File: config.mk
export PLATFORM = sky130hd
export DESIGN_NAME = and_pulse_scheduler
export DESIGN_NICKNAME = d
export VERILOG_FILES = /design/src/rtl/and_pulse_scheduler.sv
export SDC_FILE = /design/constraint.sdc
export NUM_CORES = 1
export LEC_CHECK = 0
export ABC_AREA = 1
export CORE_ASPECT_RATIO = 1.25
export CORE_MARGIN = 1.5
export CORE_UTILIZATION = 35
export CTS_CLUSTER_SIZE = 24
export DETAILED_ROUTE_END_ITERATION = 12
export PLACE_DENSITY_LB_ADDON = 0.15
export SYNTH_ARGS = -nofsm -noshare
export SYNTH_HDL_FRONTEND = slang
export SYNTH_SLANG_ARGS = --single-unit
File: constraint.sdc
create_clock -name clk -period 1.38 [get_ports clk]
set_input_delay 0.345 -clock clk [delete_from_list [all_inputs] [get_ports clk]]
set_output_delay 0.345 -clock clk [all_outputs]
set_load 0.005 [all_outputs]
File: src/rtl/and_pulse_scheduler.sv
// Issues toggle edges on the a, b and clk inputs of a basic_and cell from three requesters,
// keeping a minimum edge spacing and the cell's legal a/b/clk ordering, and mirrors the cell output.
module and_pulse_scheduler #(
  parameter int GAP_CYCLES = 3,
  parameter int CNT_W      = 8
) (
  input  logic             clk,
  input  logic             rst,
  input  logic             a_req,
  output logic             a_ack,
  input  logic             b_req,
  output logic             b_ack,
  input  logic             c_req,
  output logic             c_ack,
  output logic             a_pulse,
  output logic             b_pulse,
  output logic             clk_pulse,
  output logic [1:0]       mirror_state,
  output logic             exp_out,
  output logic             busy,
  output logic [CNT_W-1:0] issue_count
);

  // Counter only needs to hold GAP_CYCLES-1; keep at least one bit when there is no spacing.
  localparam int GAP_W = (GAP_CYCLES > 1) ? $clog2(GAP_CYCLES) : 1;
  localparam logic [GAP_W-1:0] GAP_LOAD = GAP_W'(GAP_CYCLES - 1);

  typedef enum logic [1:0] {
    ST_IDLE = 2'd0,
    ST_A    = 2'd1,
    ST_B    = 2'd2,
    ST_AB   = 2'd3
  } mirror_t;

  mirror_t          state_q, state_d;
  logic             a_pulse_q, a_pulse_d;
  logic             b_pulse_q, b_pulse_d;
  logic             clk_pulse_q, clk_pulse_d;
  logic             exp_out_q, exp_out_d;
  logic [GAP_W-1:0] gap_q, gap_d;
  logic [CNT_W-1:0] issue_count_q, issue_count_d;

  logic gap_clear;
  logic a_elig;
  logic b_elig;
  logic any_issue;

  // Grant: one ack per cycle, fixed priority A > B > C among eligible requesters.
  always_comb begin
    gap_clear = (gap_q == '0) && !rst;
    a_elig    = (state_q == ST_IDLE) || (state_q == ST_B);
    b_elig    = (state_q == ST_IDLE) || (state_q == ST_A);
    a_ack     = gap_clear && a_req && a_elig;
    b_ack     = gap_clear && b_req && b_elig && !a_ack;
    c_ack     = gap_clear && c_req && !a_ack && !b_ack;
    any_issue = a_ack || b_ack || c_ack;
  end

  always_comb begin
    state_d       = state_q;
    a_pulse_d     = a_pulse_q;
    b_pulse_d     = b_pulse_q;
    clk_pulse_d   = clk_pulse_q;
    exp_out_d     = exp_out_q;
    gap_d         = gap_q;
    issue_count_d = issue_count_q;

    if (gap_q != '0) begin
      gap_d = gap_q - GAP_W'(1);
    end

    if (any_issue) begin
      gap_d         = GAP_LOAD;
      issue_count_d = issue_count_q + CNT_W'(1);
    end

    if (a_ack) begin
      a_pulse_d = ~a_pulse_q;
      case (state_q)
        ST_IDLE: state_d = ST_A;
        ST_B:    state_d = ST_AB;
        default: state_d = state_q;
      endcase
    end else if (b_ack) begin
      b_pulse_d = ~b_pulse_q;
      case (state_q)
        ST_IDLE: state_d = ST_B;
        ST_A:    state_d = ST_AB;
        default: state_d = state_q;
      endcase
    end else if (c_ack) begin
      // Evaluating with both operands seen flips the predicted AND output.
      clk_pulse_d = ~clk_pulse_q;
      state_d     = ST_IDLE;
      if (state_q == ST_AB) begin
        exp_out_d = ~exp_out_q;
      end
    end
  end

  always_ff @(posedge clk) begin
    if (rst) begin
      state_q       <= ST_IDLE;
      a_pulse_q     <= 1'b0;
      b_pulse_q     <= 1'b0;
      clk_pulse_q   <= 1'b0;
      exp_out_q     <= 1'b0;
      gap_q         <= '0;
      issue_count_q <= '0;
    end else begin
      state_q       <= state_d;
      a_pulse_q     <= a_pulse_d;
      b_pulse_q     <= b_pulse_d;
      clk_pulse_q   <= clk_pulse_d;
      exp_out_q     <= exp_out_d;
      gap_q         <= gap_d;
      issue_count_q <= issue_count_d;
    end
  end

  assign a_pulse      = a_pulse_q;
  assign b_pulse      = b_pulse_q;
  assign clk_pulse    = clk_pulse_q;
  assign mirror_state = state_q;
  assign exp_out      = exp_out_q;
  assign busy         = (gap_q != '0);
  assign issue_count  = issue_count_q;

endmodule

==> flow_metrics.tcl, run 1 <==
set metrics [dict create \
    clk_latency_ns 0.28 \
    synthAdderAreaFrac_pct 1.550 \
    fin_nets 185 \
    hold_end "b_pulse" \
    grt-ovfl-total 0 \
    fin_skew_ns 0.0006627 \
    synth_top_area_share_pct 39.69 \
    rsz0062_at_grt "true" \
    core_area_um2 2187 \
    fp.dieArea_um2 2605 \
    holdPathStages 3 \
    total_power_mw 1.413 \
    ir_drop_v 0.0007895 \
    synthTopCellsByArea "dfxtp_1 (40%), nand2_1 (13%), nand3_1 (8.7%)" \
    drive_gt1_share_pct 52.25 \
    fin_crit_ns 1.725 \
    cp_slowest_cell "dfxtp_2" \
    endpoint_kind "output port" \
    max_freq_ghz 0.5796 \
    status "finished with violations" \
    cts_root_buf "clkbuf_4" \
    clock_path_buffers 2 \
    fp.dieW_um 45.95 \
    post-place-cells 185 \
    syn_nets 120 \
    rrSetupSlack_ns -0.10 \
    grt_use_total_pct 21.48 \
    dp_hpwl_um 1435 \
    cellPowerDensity_nw_per_um2 940.3 \
    setup_slack_ns -0.3453 \
    antenna_cells 0 \
    tns_ns -1.648 \
    r2r_end "issue_count[1]" \
    vias_per_cell 4.545 \
    synth_cell_types 18 \
    multiInputGateArea_um2 506.7 \
    synth_seq_cells 16 \
    hold_buffers 0 \
    initial_utilization_pct 36.90 \
    synth_top_area_cell "dfxtp_1" \
    relSlewSlack_pct 86.36 \
    synth_top_family_by_area "simple AND/OR/NAND/NOR gates" \
    path_max_fanout 3 \
    max_stage_delay_ns 0.34 \
    stdcell_count 209 \
    worstHoldStart "b_pulse" \
    setup_violations 13 \
    wl_um 2384 \
    clock_sinks 16 \
    timing.rr.start "gap_q[0]" \
    rows 19 \
    slew_violations 0 \
    crit_path_cell_trace "buf_6 -> nor2_4 -> nand3_2 -> nor2_4 -> nand2_4 -> inv_2 -> buf_6" \
    synthCells 114 \
    critPathLaunchType "register" \
    cap_violations 0 \
    hold_class "register to register" \
    area_growth_pct 86.20 \
    port_buffers 22 \
    cts_tree "done" \
    worst_ep_arrival_time_ns 1.38 \
    leakage_nw 0.7142 \
    fp.dieH_um 56.69 \
    required_ns 1.03 \
    final_util_pct 68.71 \
    synth_xor_xnor_area_share_pct 5.426 \
    grt_pass1_vias 975 \
    ys_seq_area_share_pct 39.69 \
    htree_levels 1 \
    tightest_slew_ns 0.2044 \
    antenna_found_initial 0 \
    ff_latch_area_um2 340.3 \
    grt_max_degree 13 \
    synth_compound_area_share_pct 8.837 \
    violations "negative setup slack" \
    wl_per_cell_um 11.41 \
    vias 950 \
    io_pins 23 \
    synth_area_per_cell_um2 7.079 \
    first_iter_violations 13 \
    fillerInstances 186 \
    clkTransAtPathRegs_ns 0.09 \
    synth.cell_area_um2 807.0 \
    critPathKind "register to output port" \
    gp_congestion 0.7861 \
    reg2reg_depth 9 \
    drtPass1Iterations 5 \
    postRouteAntennaNets 0 \
    hold_viol_final 0 \
    synth-simple-area-share_pct 36.59 \
    route.detailed.drc 0 \
    min_period_over_period_pct 125.0 \
    yosysWarnings 0 \
    numCtsBuffers 3 \
    synthMuxAreaShare_pct 0 \
    grt_pass1_wl_um 4195 \
]
## Yosys cell counts
cell      number
clkbuf_1       1
nor2_4         3
o211ai_1       1
nand3_2        2
buf_6          1
xnor2_1        3
nor2_2         1
nor2_1        16
inv_2          1
nand2_1       28
dfxtp_1       16
o21ai_2        1
o21ai_0        1
a21oi_1       10
inv_1         12
ha_1           1
xor2_1         2
nand3_1       14
## layout make-up
class                      count  area share, %
sequential                    16          22.65
tap                           31          2.581
multi-input combinational     83          33.72
timing repair buffer          62          35.39
clock buffer                   4          2.415
inverter                      13          3.247
## routing by layer
| layer | vias to the layer above | routed length, um | track usage [%] |
|---|---|---|---|
| met5 | - | 0 | 0 |
| met4 | 0 | 49 | 10.20 |
| met2 | 22 | 1248 | 35.91 |
| met3 | 6 | 84 | 2.894 |
| li1 | 486 | - | - |
| met1 | 436 | 1002 | 25.69 |
## critical path: cells and delay by family (launching register included)
kind | cells | cell delay [ns]
buffers and inverters | 3 | 0.26
and+or+nand+nor | 4 | 0.50
DFF | 1 | 0.34
## worst max path at each step
| stage | start | endpoint | slack (ns) | cells after the start |
|---|---|---|---|---|
| 5_1_grt | gap_q[0] | c_ack | -0.40 | 7 |
| 4_1_cts | gap_q[0] | c_ack | -0.30 | 7 |
| 3_5_place_dp | b_req | b_ack | -0.75 | 6 |
| 2_1_floorplan | b_req | c_ack | 0.21 | 5 |
| 6_report | gap_q[0] | c_ack | -0.35 | 7 |
| 3_3_place_gp | b_req | b_ack | -0.73 | 6 |
## power breakdown
part | internal [mW] | leakage [nW] | total [mW] | switching (mW)
combinational | 0.299 | 0.556 | 0.566 | 0.267
sequential | 0.511 | 0.137 | 0.540 | 0.0297
clock | 0.160 | 0.0210 | 0.307 | 0.146
## cells by family after synthesis
logic type | after synthesis
compound gates | 13
flops | 16
simple gates | 64
buf+inv | 15
fa+ha+maj | 1
xor+xnor | 5
## cells in the final DEF, fill, tap and decap left out, types with 4 or more instances in the layout
cell,Yosys,routed
buf_4,0,31
nand2_1,28,23
dfxtp_2,0,16
dlygate4sd2_1,0,15
nor2_1,16,14
nand3_1,14,12
buf_6,1,10
inv_1,12,7
a21oi_2,0,7
inv_2,1,6
nor2_4,3,5
nand2_2,0,4
## state kept, by name, summed over array words and instances (netlist names)
name,count
a_pulse,1
b_pulse,1
clk_pulse,1
exp_out,1
gap_q,2
issue_count,8
mirror_state,2
## what timing repair did
item                                   CTS  global route
endpoints found under the hold margin    0             0
gates resized for setup                 73            16
buffers inserted                        25             5
pin swaps                               13            10
setup endpoints to repair               26            17
cloned                                   0             0
## stage by stage
| stage | hold WS (ns) | instance area [um2] | setup WS (ns) |
|---|---|---|---|
| after floorplan | 0.4141 | 807.0 | 0.2083 |
| after global placement | 0.4997 | 1201 | -0.7331 |
| after detailed placement | 0.5125 | 1201 | -0.7468 |
| after CTS | 0.5142 | 1458 | -0.2968 |
| after global routing | 0.5334 | 1503 | -0.4033 |
| final | 0.5166 | 1503 | -0.3453 |
No activity file was read; power rests on OpenSTA's default activity.
==> inputs of run 2 (changes only) <==
--- a/config.mk
+++ b/config.mk
@@ -8,7 +8,8 @@
 export ABC_AREA = 1
 export CORE_ASPECT_RATIO = 1.25
 export CORE_MARGIN = 1.5
-export CORE_UTILIZATION = 35
+export CORE_UTILIZATION = 45
+export CTS_CLUSTER_DIAMETER = 60
 export CTS_CLUSTER_SIZE = 24
 export DETAILED_ROUTE_END_ITERATION = 12
 export PLACE_DENSITY_LB_ADDON = 0.15
==> flow_metrics.tcl, run 2 (synthesis gave the netlist of run 1 again) <==
set metrics [dict create \
    leakage_nw 0.7342 \
    dpl_cell_area_um2 1185 \
    relSlewSlack_pct 84.63 \
    wl_per_cell_um 19.84 \
    critPathLaunchType "register" \
    drtPass1Iterations 4 \
    reg2reg_depth 12 \
    clock_sinks 16 \
    fin_skew_ns 0.002877 \
    vias 1153 \
    holdPathStages 2 \
    ir_drop_v 0.0009477 \
    path_max_fanout 3 \
    cp_slowest_cell "dfxtp_2" \
    crit_top_cell "nor2_4" \
    drive_gt1_share_pct 55.56 \
    finalInstanceArea_um2 1494 \
    post-place-cells 172 \
    p_sw_uw 530.1 \
    fp.dieH_um 50.35 \
    grt_max_degree 13 \
    initial_utilization_pct 49.77 \
    grt_use_total_pct 35.46 \
    setup_violations 15 \
    htree_levels 1 \
    dpl_worst_slack_ns -0.7301 \
    slew_violations 0 \
    numCtsBuffers 3 \
    hold_buffers 0 \
    max_stage_delay_ns 0.37 \
    postRouteAntennaNets 0 \
    cts_root_buf "clkbuf_4" \
    fin_crit_ns 1.700 \
    timing.rr.start "gap_q[1]" \
    hold_end "gap_q[0]" \
    required_ns 1.03 \
    fp.dieW_um 40.88 \
    rsz0062_at_grt "true" \
    grt_pass1_wl_um 4850 \
    clk_latency_ns 0.29 \
    min_period_over_period_pct 123.2 \
    ff_latch_area_um2 339.1 \
    tns_ns -2.254 \
    critPathKind "register to output port" \
    worst_ep_arrival_time_ns 1.36 \
    seqPwrFrac_pct 36.8 \
    crit_path_cell_trace "nor2_4 -> nand3_2 -> nor2_4 -> nand2_2 -> inv_2 -> buf_2" \
    violations "negative setup slack" \
    port_buffers 22 \
    cts_tree "done" \
    largest_reg_flops 8 \
    swShare_pct 35.42 \
    status "finished with violations" \
    wl_um 3929 \
    core_area_um2 1622 \
    io_pins 23 \
    worstHoldStart "gap_q[1]" \
    setup_slack_ns -0.3204 \
    grt_pass1_vias 1053 \
    rrSetupSlack_ns -0.30 \
    hold_viol_final 0 \
    combPwrFrac_pct 41.3 \
    layout_commonest_cell "buf_4" \
    cap_violations 0 \
    fp.dieArea_um2 2058 \
    rows 16 \
    tightest_slew_ns 0.2290 \
    hold_class "register to register" \
    cellPowerDensity_nw_per_um2 1002 \
    fin_nets 187 \
    max_freq_ghz 0.5881 \
    antenna_cells 0 \
    stdcell_count 198 \
    route.detailed.drc 0 \
    gp_congestion 0.7443 \
    power.internal_uw 966.5 \
    power_frac_clock_pct 21.9 \
    vias_per_cell 5.823 \
    layout_common_cells "buf_4 (33), nand2_1 (20), dlygate4sd2_1 (16), dfxtp_2 (15), nor2_1 (14)" \
    endpoint_kind "output port" \
    clock_path_buffers 2 \
    timing.hold.ws_ns 0.5281 \
    antenna_found_initial 0 \
    grt-ovfl-total 0 \
    fillerInstances 63 \
    r2r_end "mirror_state[1]" \
    dp_hpwl_um 1498 \
    area_growth_pct 85.12 \
    clkTransAtPathRegs_ns 0.10 \
    first_iter_violations 56 \
    multiInputGateArea_um2 528.0 \
]
-- run 2: cell types whose count changed in the layout (fill, tap and decap cells not counted), moves of 2 or more --
cell,previous run,this run
nand2_1,23,20
buf_2,2,4
clkbuf_2,0,2
nand2_2,4,6
clkdlybuf4s15_1,2,0
buf_4,31,33
-- run 2: timing repair --
action,CTS,global route
setup endpoints to repair,26,16
setup buffers,23,2
gates resized for setup,73,22
cloned,0,0
pin swaps,11,1
-- run 2: how the worst max path moves through the flow --
stage / slack (ns) / from / endpoint / depth (start not counted)
finish: -0.32 / gap_q[1] / c_ack / 6
CTS: -0.22 / gap_q[0] / c_ack / 6
global route: -0.36 / gap_q[0] / c_ack / 6
detailed placement: -0.73 / rst / c_ack / 7
floorplan: 0.21 / b_req / c_ack / 5
global placement: -0.69 / b_req / b_ack / 6
-- run 2: power groups by stage --
stage,Clock [mW],Sequential [mW],Combinational [mW]
4_1_cts,0.326,0.543,0.501
5_1_grt,0.345,0.554,0.642
3_3_place_gp,0,0.552,0.376
3_5_place_dp,0,0.554,0.385
6_report,0.328,0.551,0.618
2_1_floorplan,0,0.556,0.164
-- run 2: stage by stage --
step	util (%)	total power [mW]
floorplan	-	0.7203
global placement	73.07	0.9274
detailed placement	73.07	0.9385
CTS	87.89	1.370
global route	92.13	1.541
finish	92.13	1.497
-- run 2: metal layers --
layer	track usage, %	vias to the layer above	routed length, um
met4	21.11	0	281
met1	36.87	533	1454
met3	10.62	37	269
met2	58.07	89	1923
li1	-	494	-
met5	0	-	0
-- run 2: final cells by class --
cell class | count | area share (%)
multi-input combinational | 83 | 35.34
sequential | 16 | 22.70
timing repair buffer | 64 | 34.76
inverter | 13 | 3.266
clock buffer | 4 | 2.429
tap | 18 | 1.508
-- run 2: worst max-delay path, delay by kind of cell, from the launching register on --
family	cells	cell delay, ns
simple gates	4	0.50
flops	1	0.37
buf+inv	2	0.19
